`src/rtl/param_deserializer.sv`:
```
// Serial-to-parallel front end: gathers N serial bits into one registered N-bit word
// and hands it downstream through a one-entry valid/ready output slot.
module param_deserializer #(
  parameter int N         = 5,
  parameter bit MSB_FIRST = 1'b1,
  localparam int CW       = $clog2(N)
) (
  input  logic          clk,
  input  logic          rst,
  input  logic          ser_in,
  input  logic          ser_valid,
  output logic          ser_ready,
  output logic [N-1:0]  data_out,
  output logic          data_valid,
  input  logic          data_ready,
  output logic [CW-1:0] bit_count
);

  typedef enum logic {FILL, LAST} state_t;

  state_t        state, state_nxt;
  logic [N-1:0]  sh, sh_nxt, dout_nxt;
  logic [CW-1:0] cnt, cnt_nxt;
  logic          dv_nxt, accept, consume, complete;

  function automatic logic [N-1:0] shift_in(input logic [N-1:0] cur, input logic b);
    if (MSB_FIRST) return {cur[N-2:0], b};
    else           return {b, cur[N-1:1]};
  endfunction

  // Only the word-completing bit can stall, and only while the slot is still occupied.
  assign ser_ready = !(state == LAST && data_valid && !data_ready);
  assign bit_count = cnt;
  assign accept    = ser_valid && ser_ready;
  assign consume   = data_valid && data_ready;

  always_comb begin
    state_nxt = state;
    cnt_nxt   = cnt;
    sh_nxt    = sh;
    complete  = 1'b0;
    if (accept) begin
      sh_nxt = shift_in(sh, ser_in);
      case (state)
        FILL: begin
          cnt_nxt = cnt + CW'(1);
          if (cnt == CW'(N - 2)) state_nxt = LAST;
        end
        LAST: begin
          cnt_nxt   = '0;
          state_nxt = FILL;
          complete  = 1'b1;
        end
        default: state_nxt = FILL;
      endcase
    end
    dout_nxt = complete ? sh_nxt : data_out;
    dv_nxt   = complete ? 1'b1 : (consume ? 1'b0 : data_valid);
  end

  always_ff @(posedge clk) begin
    if (rst) begin
      state      <= FILL;
      cnt        <= '0;
      sh         <= '0;
      data_out   <= '0;
      data_valid <= 1'b0;
    end else begin
      state      <= state_nxt;
      cnt        <= cnt_nxt;
      sh         <= sh_nxt;
      data_out   <= dout_nxt;
      data_valid <= dv_nxt;
    end
  end

endmodule

```
`config.mk`:
```
export PLATFORM = sky130hd
export DESIGN_NAME = param_deserializer
export DESIGN_NICKNAME = d
export VERILOG_FILES = /design/src/rtl/param_deserializer.sv
export SDC_FILE = /design/constraint.sdc
export NUM_CORES = 1
export LEC_CHECK = 0
export BUFFER_PORTS_ARGS = -buffer_cell sky130_fd_sc_hd__clkbuf_2
export CAP_MARGIN = 40
export CORE_MARGIN = 2
export CORE_UTILIZATION = 45
export DETAILED_ROUTE_END_ITERATION = 8
export PLACE_DENSITY = 0.69
export SLEW_MARGIN = 20
export SYNTH_ARGS = -nofsm -noshare
export SYNTH_HDL_FRONTEND = slang
export SYNTH_SLANG_ARGS = --single-unit
```
`constraint.sdc`:
```
create_clock -name clk -period 2.2 [get_ports clk]
set_input_delay 0.44 -clock clk [delete_from_list [all_inputs] [get_ports clk]]
set_output_delay 0.44 -clock clk [all_outputs]
set_load 0.005 [all_outputs]
```
**Word-level counts from Yosys, hierarchy flattened**

Index checks and enable logic that the tools add are counted.
Widths: inputs -> output; s select.

- Register bits after elaboration: 15
- Input bits: 5
- Output and inout bits: 10
- Logic and storage cells: 23

- Add/subtract/negate cells: 1
- Equal/unequal tests: 1
- Multiplexer cells: 8
- Bitwise operators: 1
- Reduce and logical (&&, ||, !) cells: 7

Operator list:

| kind | number |
|---|---|
| $pmux 3 s2 | 1 |
| $mux 1 | 5 |
| $mux 5 | 1 |
| $logic_and 1x1->1 | 4 |
| $add 3x1->3 const B | 1 |
| $eq 3x2->1 const B | 1 |
| $logic_not 1->1 | 2 |
| $pmux 1 s2 | 1 |
| $reduce_bool 2->1 | 1 |
| $not 1->1 | 1 |

**Logic depth before layout (Yosys ltp)**

Gate-level depths: netlist of run 1.

- Word-level depth: 6
- Gate-level depth with buffers: 4
- Mapped depth without buffers: 4

**Worst setup path after synthesis of run 1**

Ideal clock, no wire load.

- Path type: reg-to-reg
- Start: register cnt[0], in the netlist bit_count[0]
- End: register cnt[2], in the netlist bit_count[2]
- Setup time: 0.087 ns
- Arrival time: 1.175 ns
- Data required time: 2.113 ns
- Path slack: 0.938 ns
- Stages on the path, launching flop included: 5
- Buffers on the path: 0
- Period minus slack after synthesis: 1.262 ns
- Path through: dfxtp_1 -> ha_1 -> ha_1 -> or3_1 -> o31ai_1

- Longest elaborated chain between the ends: 2

Ends and longest elaborated chain:

| what | line | source |
|---|---|---|
| from (decl) | 23 | `logic [CW-1:0] cnt, cnt_nxt;` |
| from (signal assigned) | 70 | `cnt <= cnt_nxt;` |
| $add 3x1->3 | 46 | `cnt_nxt = cnt + CW'(1);` |
| $pmux 3 s2 | 44 | `case (state)` |

No other way between the ends.
A chain may end at the register's enable or synchronous reset.

**Final worst setup path of run 1**

- Start: register data_valid
- End: output ser_ready

- Longest elaborated chain between the ends: 3

Ends and longest elaborated chain:

| what | line | source |
|---|---|---|
| from (decl) | 14 | `output logic data_valid,` |
| from (signal assigned) | 73 | `data_valid <= dv_nxt;` |
| $logic_and 1x1->1 (2 in a row) | 32 | `assign ser_ready = !(state == LAST && data_valid && !data_ready);` |
| $logic_not 1->1 | 32 |  |
| to (decl) | 12 | `output logic ser_ready,` |

No other way between the ends.

==> impl_metrics.py, run 1 <==
metrics = {
    "status": {
        "outcome": "finished clean",
    },
    "critical_path": {
        "slowest_stage": "sky130_fd_sc_hd__dfxtp_1",
        "r2r_start": "bit_count[0]",
        "reg2regPathDepth": 4,
        "worstPathArrival_ns": 1.08,
        "critical_path_class": "reg2out",
        "critPathLaunchType": "register",
        "timing.rr.end": "bit_count[2]",
        "timing.critical_path.fanout_max": 8,
        "r2r_slack_ns": 0.91,
        "crit_path_capture_type": "output pin",
        "required_ns": 1.76,
        "critical_path.cell_chain": "nor2b_4 > nand2_1 > clkbuf_2",
        "crit_path_max_incr_delay_ns": 0.35,
    },
    "pwr": {
        "ir_drop_mv": 0.448,
        "cellPowerDensity_nw_per_um2": 627,
        "cellLeakagePower_uw": 0.000281,
    },
    "clock_network": {
        "worstSkewPairLatency_ns": 0.28,
        "clk_transition_reported_paths_ns": 0.07,
        "clk_path_buf_depth": 2,
        "cts.hold.buffers_added": 0,
        "ctsResizeCount": 0,
        "cts_root_buf": "sky130_fd_sc_hd__clkbuf_4",
        "tritoncts": "done",
        "htree_levels": 1,
        "cts_num_sinks": 14,
        "post_cts_buffers": 0,
        "cts_made_buffers": 3,
    },
    "global_routing": {
        "grt_remaining_overflow": 0,
        "number_of_global_route_vias_before_repair": 401,
        "grt.total_usage_pct": 16.2,
        "grt_start_max_net_pins": 19,
        "grt_pass1_wl_um": 1710,
        "antenna_violations_before_repair": 0,
    },
    "logic_synthesis": {
        "yosysWarningCount": 0,
        "yosys.cell_types.count": 20,
        "synthesis.instances": 64,
        "synth_fp_nets": 71,
        "postSynthAreaPerCell_um2": 9.58,
        "syn_area_um2": 613,
        "ys_ff_latch": 14,
        "yosysSeqAreaShare_pct": 45.7,
    },
    "floorplan": {
        "die_width_um": 40.9,
        "fp.dieH_um": 40.9,
        "rows": 13,
        "design.core.area_um2": 1280,
        "ioPinCount": 15,
        "start_util_pct": 47.7,
        "dieArea_um2": 1670,
    },
    "final_layout": {
        "drive_above_1_share_pct": 25.0,
        "multi_input_logic_area_um2": 295,
        "fin_nets": 85,
        "layout_common_cells": "sky130_fd_sc_hd__dfxtp_1, sky130_fd_sc_hd__clkbuf_2, sky130_fd_sc_hd__nand2b_1",
        "finish.instance_area_um2": 694,
        "post-route-util_pct": 54.0,
        "layout-area-overhead-vs-synth_pct": 13.3,
        "final-seq-area_um2": 280,
        "antenna-diode-count": 0,
        "n_fill_cell": 127,
    },
    "route": {
        "postRouteWirelength_um": 1040,
        "dr.first_iter.drc_count": 6,
        "vias": 470,
        "avgRoutedWirePerCell_um": 11.5,
        "drt-pass1-iter-count": 4,
        "antenna_left": 0,
        "drcViolationCount": 0,
        "avgViaCountPerCell": 5.16,
    },
    "timing": {
        "post-route-period-util_pct": 68.9,
        "tightest_slew_ns": 0.362,
        "max-slew-margin-rel_pct": 75.8,
        "finalClockSkew_ns": 0.00449,
        "max_freq_mhz": 659,
        "drv_slew": 0,
        "hold_viol_final": 0,
        "fin_setup_tns_ns": 0,
        "rsz_0062_raised_after_global_routing": "false",
        "finalSetupViolations": 0,
        "finalWorstPathRequiredPeriod_ns": 1.52,
    },
    "worst_hold_path": {
        "holdPathStages": 3,
        "worst_hold_path_type": "in2reg",
        "hold_end": "sh[0]",
        "min-delay-start": "ser_in",
    },
    "run": {
        "max_cap_violations": 0,
    },
    "placed_design": {
        "placed_area_um2": 672,
        "gpl.final_weighted_congestion": 0.692,
        "portBuffers": 14,
        "hpwl_um": 782,
    },
}
stage by stage:
| stage | setup WS [ns] | instances | hold slack, ns | total power [uW] |
|---|---|---|---|---|
| 2_1_floorplan | 0.938 | 64 | 0.449 | 294 |
| 3_3_place_gp | 0.812 | 88 | 0.461 | 304 |
| 3_5_place_dp | 0.799 | 88 | 0.474 | 305 |
| 4_1_cts | 0.671 | 91 | 0.422 | 442 |
| 5_1_grt | 0.602 | 91 | 0.440 | 452 |
| 6_report | 0.683 | 91 | 0.429 | 435 |
how the worst max path moves through the flow:
stage / startpoint / cells past startpoint / slack, ns / to
finish: data_valid / 3 / 0.68 / ser_ready
global route: data_valid / 3 / 0.60 / ser_ready
CTS: data_valid / 3 / 0.67 / ser_ready
detailed placement: data_ready / 4 / 0.80 / ser_ready
global placement: data_ready / 4 / 0.81 / ser_ready
floorplan: bit_count[0] / 4 / 0.94 / bit_count[2]
report_power, final:
part           internal (uW)  switching (uW)
logic                   16.0            17.7
registers                259            5.02
clock network           63.5            73.8
critical path: cells and delay by family, from the launching register on:
family,cells,cell delay (ns)
buffers and inverters,1,0.13
flip-flops,1,0.35
AND/OR/NAND/NOR,2,0.33
flip-flops by register name, indices dropped and copies added, names as in the netlist:
| register | flops |
|---|---|
| data_out | 5 |
| sh | 4 |
| bit_count | 3 |
| data_valid | 1 |
| state | 1 |
cells by family (layout without fill, tap and decap cells):
group	Yosys count	in the layout	synth area share, %
flip-flops	14	14	45.7
AND/OR/NAND/NOR	21	21	21.2
multiplexers	4	4	6.53
adder cells (fa/ha/maj)	2	2	4.08
AO/OA/AOI/OAI	16	16	16.3
buffers and inverters	7	19	6.12
layer usage:
metal / up-vias / GRT usage [%] / part of all wire [%]
met5: - / 0 / 0
met4: 0 / 5.00 / 0.48
met3: 2 / 8.15 / 5.6
met2: 10 / 25.0 / 45
met1: 209 / 19.3 / 49
li1: 249 / - / -
synthesized netlist by cell type:
master	number	area, um^2
sky130_fd_sc_hd__buf_2	3	15.0
sky130_fd_sc_hd__nor2_1	1	3.75
sky130_fd_sc_hd__o21ai_0	5	25.0
sky130_fd_sc_hd__nand2b_1	9	56.3
sky130_fd_sc_hd__nor3_1	1	5.00
sky130_fd_sc_hd__o32ai_1	1	8.76
sky130_fd_sc_hd__buf_6	1	11.3
sky130_fd_sc_hd__ha_1	2	25.0
sky130_fd_sc_hd__a21boi_4	1	18.8
sky130_fd_sc_hd__mux2i_1	4	40.0
sky130_fd_sc_hd__nor2b_4	1	13.8
sky130_fd_sc_hd__o31ai_1	1	7.51
sky130_fd_sc_hd__clkbuf_1	1	3.75
sky130_fd_sc_hd__o21ai_1	1	5.00
sky130_fd_sc_hd__a21oi_1	7	35.0
sky130_fd_sc_hd__or3_1	2	12.5
sky130_fd_sc_hd__nand4_1	5	31.3
sky130_fd_sc_hd__nand2_1	2	7.51
sky130_fd_sc_hd__dfxtp_1	14	280
sky130_fd_sc_hd__inv_1	2	7.51
final cells by class:
| type | instances | share of cell area [%] |
|---|---|---|
| Tap cell | 15 | 2.70 |
| Clock buffer | 3 | 3.24 |
| Timing Repair Buffer | 14 | 10.1 |
| Inverter | 2 | 1.08 |
| Sequential cell | 14 | 40.4 |
| Multi-Input combinational cell | 43 | 42.5 |
Note: power is estimated with default switching activity, not from simulation.
==> run 2, diff against run 1 <==
--- a/config.mk
+++ b/config.mk
@@ -5,6 +5,7 @@
 export SDC_FILE = /design/constraint.sdc
 export NUM_CORES = 1
 export LEC_CHECK = 0
+export ABC_AREA = 1
 export BUFFER_PORTS_ARGS = -buffer_cell sky130_fd_sc_hd__clkbuf_2
 export CAP_MARGIN = 40
 export CORE_MARGIN = 2
==> constraint.sdc (replaced) <==
create_clock -name clk -period 1.55 [get_ports clk]
set_input_delay 0.31 -clock clk [delete_from_list [all_inputs] [get_ports clk]]
set_output_delay 0.31 -clock clk [all_outputs]
set_load 0.005 [all_outputs]
==> run 2 against run 1 <==
  * Routed wire length is 3.5% higher
  * Critical path depth down 1
  * First-iteration DRC count rose by 50%
  * Hold slack got worse by 0.14 ns
  * Non-clock buffer count unchanged
  * Sequential power increased by 42%
  * Clock skew up 0.0023 ns
==> impl_metrics.py, run 2 <==
metrics = {
    "global_routing": {
        "grt_pass1_wl_um": 1680,
        "grt_remaining_overflow": 0,
        "grt.total_usage_pct": 16.2,
        "grt_start_max_net_pins": 12,
        "antenna_violations_before_repair": 0,
        "number_of_global_route_vias_before_repair": 388,
    },
    "pwr": {
        "ir_drop_mv": 0.728,
        "switchingPower_uw": 153,
        "switching_share_pct": 22.4,
        "cellPowerDensity_nw_per_um2": 977,
        "cellInternalPower_uw": 529,
        "design_power_total_uw": 682,
        "combinationalPowerShare_pct": 7.0,
        "sequentialPowerShare_pct": 54.9,
        "power.clock.fraction_pct": 38.1,
        "cellLeakagePower_uw": 0.000319,
    },
    "floorplan": {
        "fp.dieH_um": 40.5,
        "start_util_pct": 47.3,
        "die_width_um": 40.5,
        "rows": 13,
        "ioPinCount": 15,
        "design.core.area_um2": 1270,
        "dieArea_um2": 1640,
    },
    "logic_synthesis": {
        "synth_fp_nets": 80,
        "yosysSeqAreaShare_pct": 46.7,
        "netlist.area_leader.share_pct": 46.7,
        "syn_area_um2": 601,
        "synth_edf_count": 0,
        "netlist_top_cells_count": "sky130_fd_sc_hd__nand2_1, sky130_fd_sc_hd__dfxtp_1, sky130_fd_sc_hd__nand3_1",
        "ys_ff_latch": 14,
        "yosys.cell_count.top_type": "sky130_fd_sc_hd__nand2_1",
        "postSynthAreaPerCell_um2": 8.23,
        "yosys.cell_types.count": 19,
        "post-synth-top-area-cell": "sky130_fd_sc_hd__dfxtp_1",
        "yosysWarningCount": 0,
        "synthArstFlopShare_pct": 0,
        "synth-main-ff-cell": "sky130_fd_sc_hd__dfxtp_1",
        "synthesis.instances": 73,
        "synth_area_leaders": "sky130_fd_sc_hd__dfxtp_1, sky130_fd_sc_hd__nand2_1, sky130_fd_sc_hd__nand3_1",
    },
    "clock_network": {
        "cts_root_buf": "sky130_fd_sc_hd__clkbuf_4",
        "htree_levels": 1,
        "cts_num_sinks": 14,
        "cts.hold.buffers_added": 0,
        "tritoncts": "done",
        "clk_transition_reported_paths_ns": 0.09,
        "post_cts_buffers": 0,
        "clk_path_buf_depth": 2,
        "ctsResizeCount": 0,
        "worstSkewPairLatency_ns": 0.28,
        "cts_made_buffers": 3,
    },
    "timing": {
        "post-route-period-util_pct": 85.2,
        "finalWorstPathRequiredPeriod_ns": 1.32,
        "rsz_0062_raised_after_global_routing": "false",
        "max_freq_mhz": 758,
        "tightest_slew_ns": 0.224,
        "fin_setup_tns_ns": 0,
        "max-slew-margin-rel_pct": 85.0,
        "drv_slew": 0,
        "hold_viol_final": 0,
        "finalClockSkew_ns": 0.00684,
        "finalSetupViolations": 0,
    },
    "final_layout": {
        "finish.instance_area_um2": 698,
        "layout_commonest_cell": "sky130_fd_sc_hd__nand2_1",
        "fin_nets": 96,
        "regMostFlops": "data_out",
        "layout_common_cells": "sky130_fd_sc_hd__nand2_1, sky130_fd_sc_hd__dfxtp_1, sky130_fd_sc_hd__clkbuf_2",
        "drive_above_1_share_pct": 27.3,
        "antenna-diode-count": 0,
        "layout-area-overhead-vs-synth_pct": 16.3,
        "n_fill_cell": 127,
        "largest_reg_flops": 5,
    },
    "placed_design": {
        "placed_area_um2": 662,
        "portBuffers": 14,
        "gpl.final_weighted_congestion": 0.717,
        "hpwl_um": 788,
    },
    "critical_path": {
        "crit_path_capture_type": "output pin",
        "slowest_stage": "sky130_fd_sc_hd__dfxtp_1",
        "timing.critical_path.fanout_max": 6,
        "critical_path_class": "reg2out",
        "worstPathArrival_ns": 1.01,
        "critPathLaunchType": "register",
        "critical_path.cell_chain": "nand3_4 > clkbuf_2",
        "crit_path_max_incr_delay_ns": 0.45,
        "required_ns": 1.24,
        "r2r_slack_ns": 0.34,
    },
    "route": {
        "postRouteWirelength_um": 1080,
        "vias": 496,
        "drcViolationCount": 0,
        "drt-pass1-iter-count": 4,
        "antenna_left": 0,
        "avgRoutedWirePerCell_um": 10.5,
        "dr.first_iter.drc_count": 9,
        "avgViaCountPerCell": 4.82,
    },
    "status": {
        "outcome": "finished clean",
    },
    "worst_hold_path": {
        "worst_hold_path_type": "in2reg",
    },
    "run": {
        "max_cap_violations": 0,
    },
}
[run 2: cells by family (layout without fill, tap and decap cells)]
family	Yosys count	count (layout)	share of synthesized area, %
AND/OR/NAND/NOR	33	33	28.3
adder cells (fa/ha/maj)	2	2	4.17
flip-flops	14	14	46.7
buffers and inverters	12	27	10.2
AO/OA/AOI/OAI	12	12	10.6
[run 2: final timing paths]
| check | from | cells past startpoint | end |
|---|---|---|---|
| max | state | 2 | ser_ready |
| min | ser_in | 3 | data_out[0] |
| max reg2reg | bit_count[0] | 4 | bit_count[2] |
| min reg2reg | sh[3] | 2 | data_out[4] |
[run 2: metal layers]
layer  part of all wire, %  wire (um)  up-vias  GRT usage (%)
met5                     0          0        -              0
met3                   4.2         45        2           3.33
met4                   1.3         14        0           12.5
li1                      -          -      269              -
met2                    43        466        9           23.8
met1                    51        552      216           20.2
[run 2: stage by stage]
| step | std cells | setup slack, ns | util, % | hold slack, ns |
|---|---|---|---|---|
| final | 103 | 0.230 | 55.0 | 0.294 |
| after global routing | 103 | 0.183 | 55.0 | 0.293 |
| after CTS | 103 | 0.214 | 55.0 | 0.278 |
| after detailed placement | 99 | 0.356 | 52.2 | 0.450 |
| after global placement | 99 | 0.394 | 52.2 | 0.448 |
| after floorplan | 73 | 0.395 | - | 0.437 |
[run 2: worst max-delay path: cells and delay by family, from the launching register on]
family	cells	cell delay [ns]
DFF	1	0.45
and+or+nand+nor	1	0.15
buffers and inverters	1	0.14
[run 2: final cells by class]
type | instances | area, um^2 | area share (%)
sequential | 14 | 280 | 40.1
multi-input combinational | 47 | 259 | 37.1
timing repair buffer | 14 | 70.1 | 10.0
clock buffer | 4 | 36.3 | 5.20
inverter | 9 | 33.8 | 4.84
tap | 15 | 18.8 | 2.69
[run 2: power by group through the flow]
stage	clock network [uW]	registers, uW	logic [uW]
2_1_floorplan	0	382	35.2
3_3_place_gp	0	382	48.1
3_5_place_dp	0	383	48.3
4_1_cts	273	375	48.4
5_1_grt	284	376	55.7
6_report	260	375	47.8
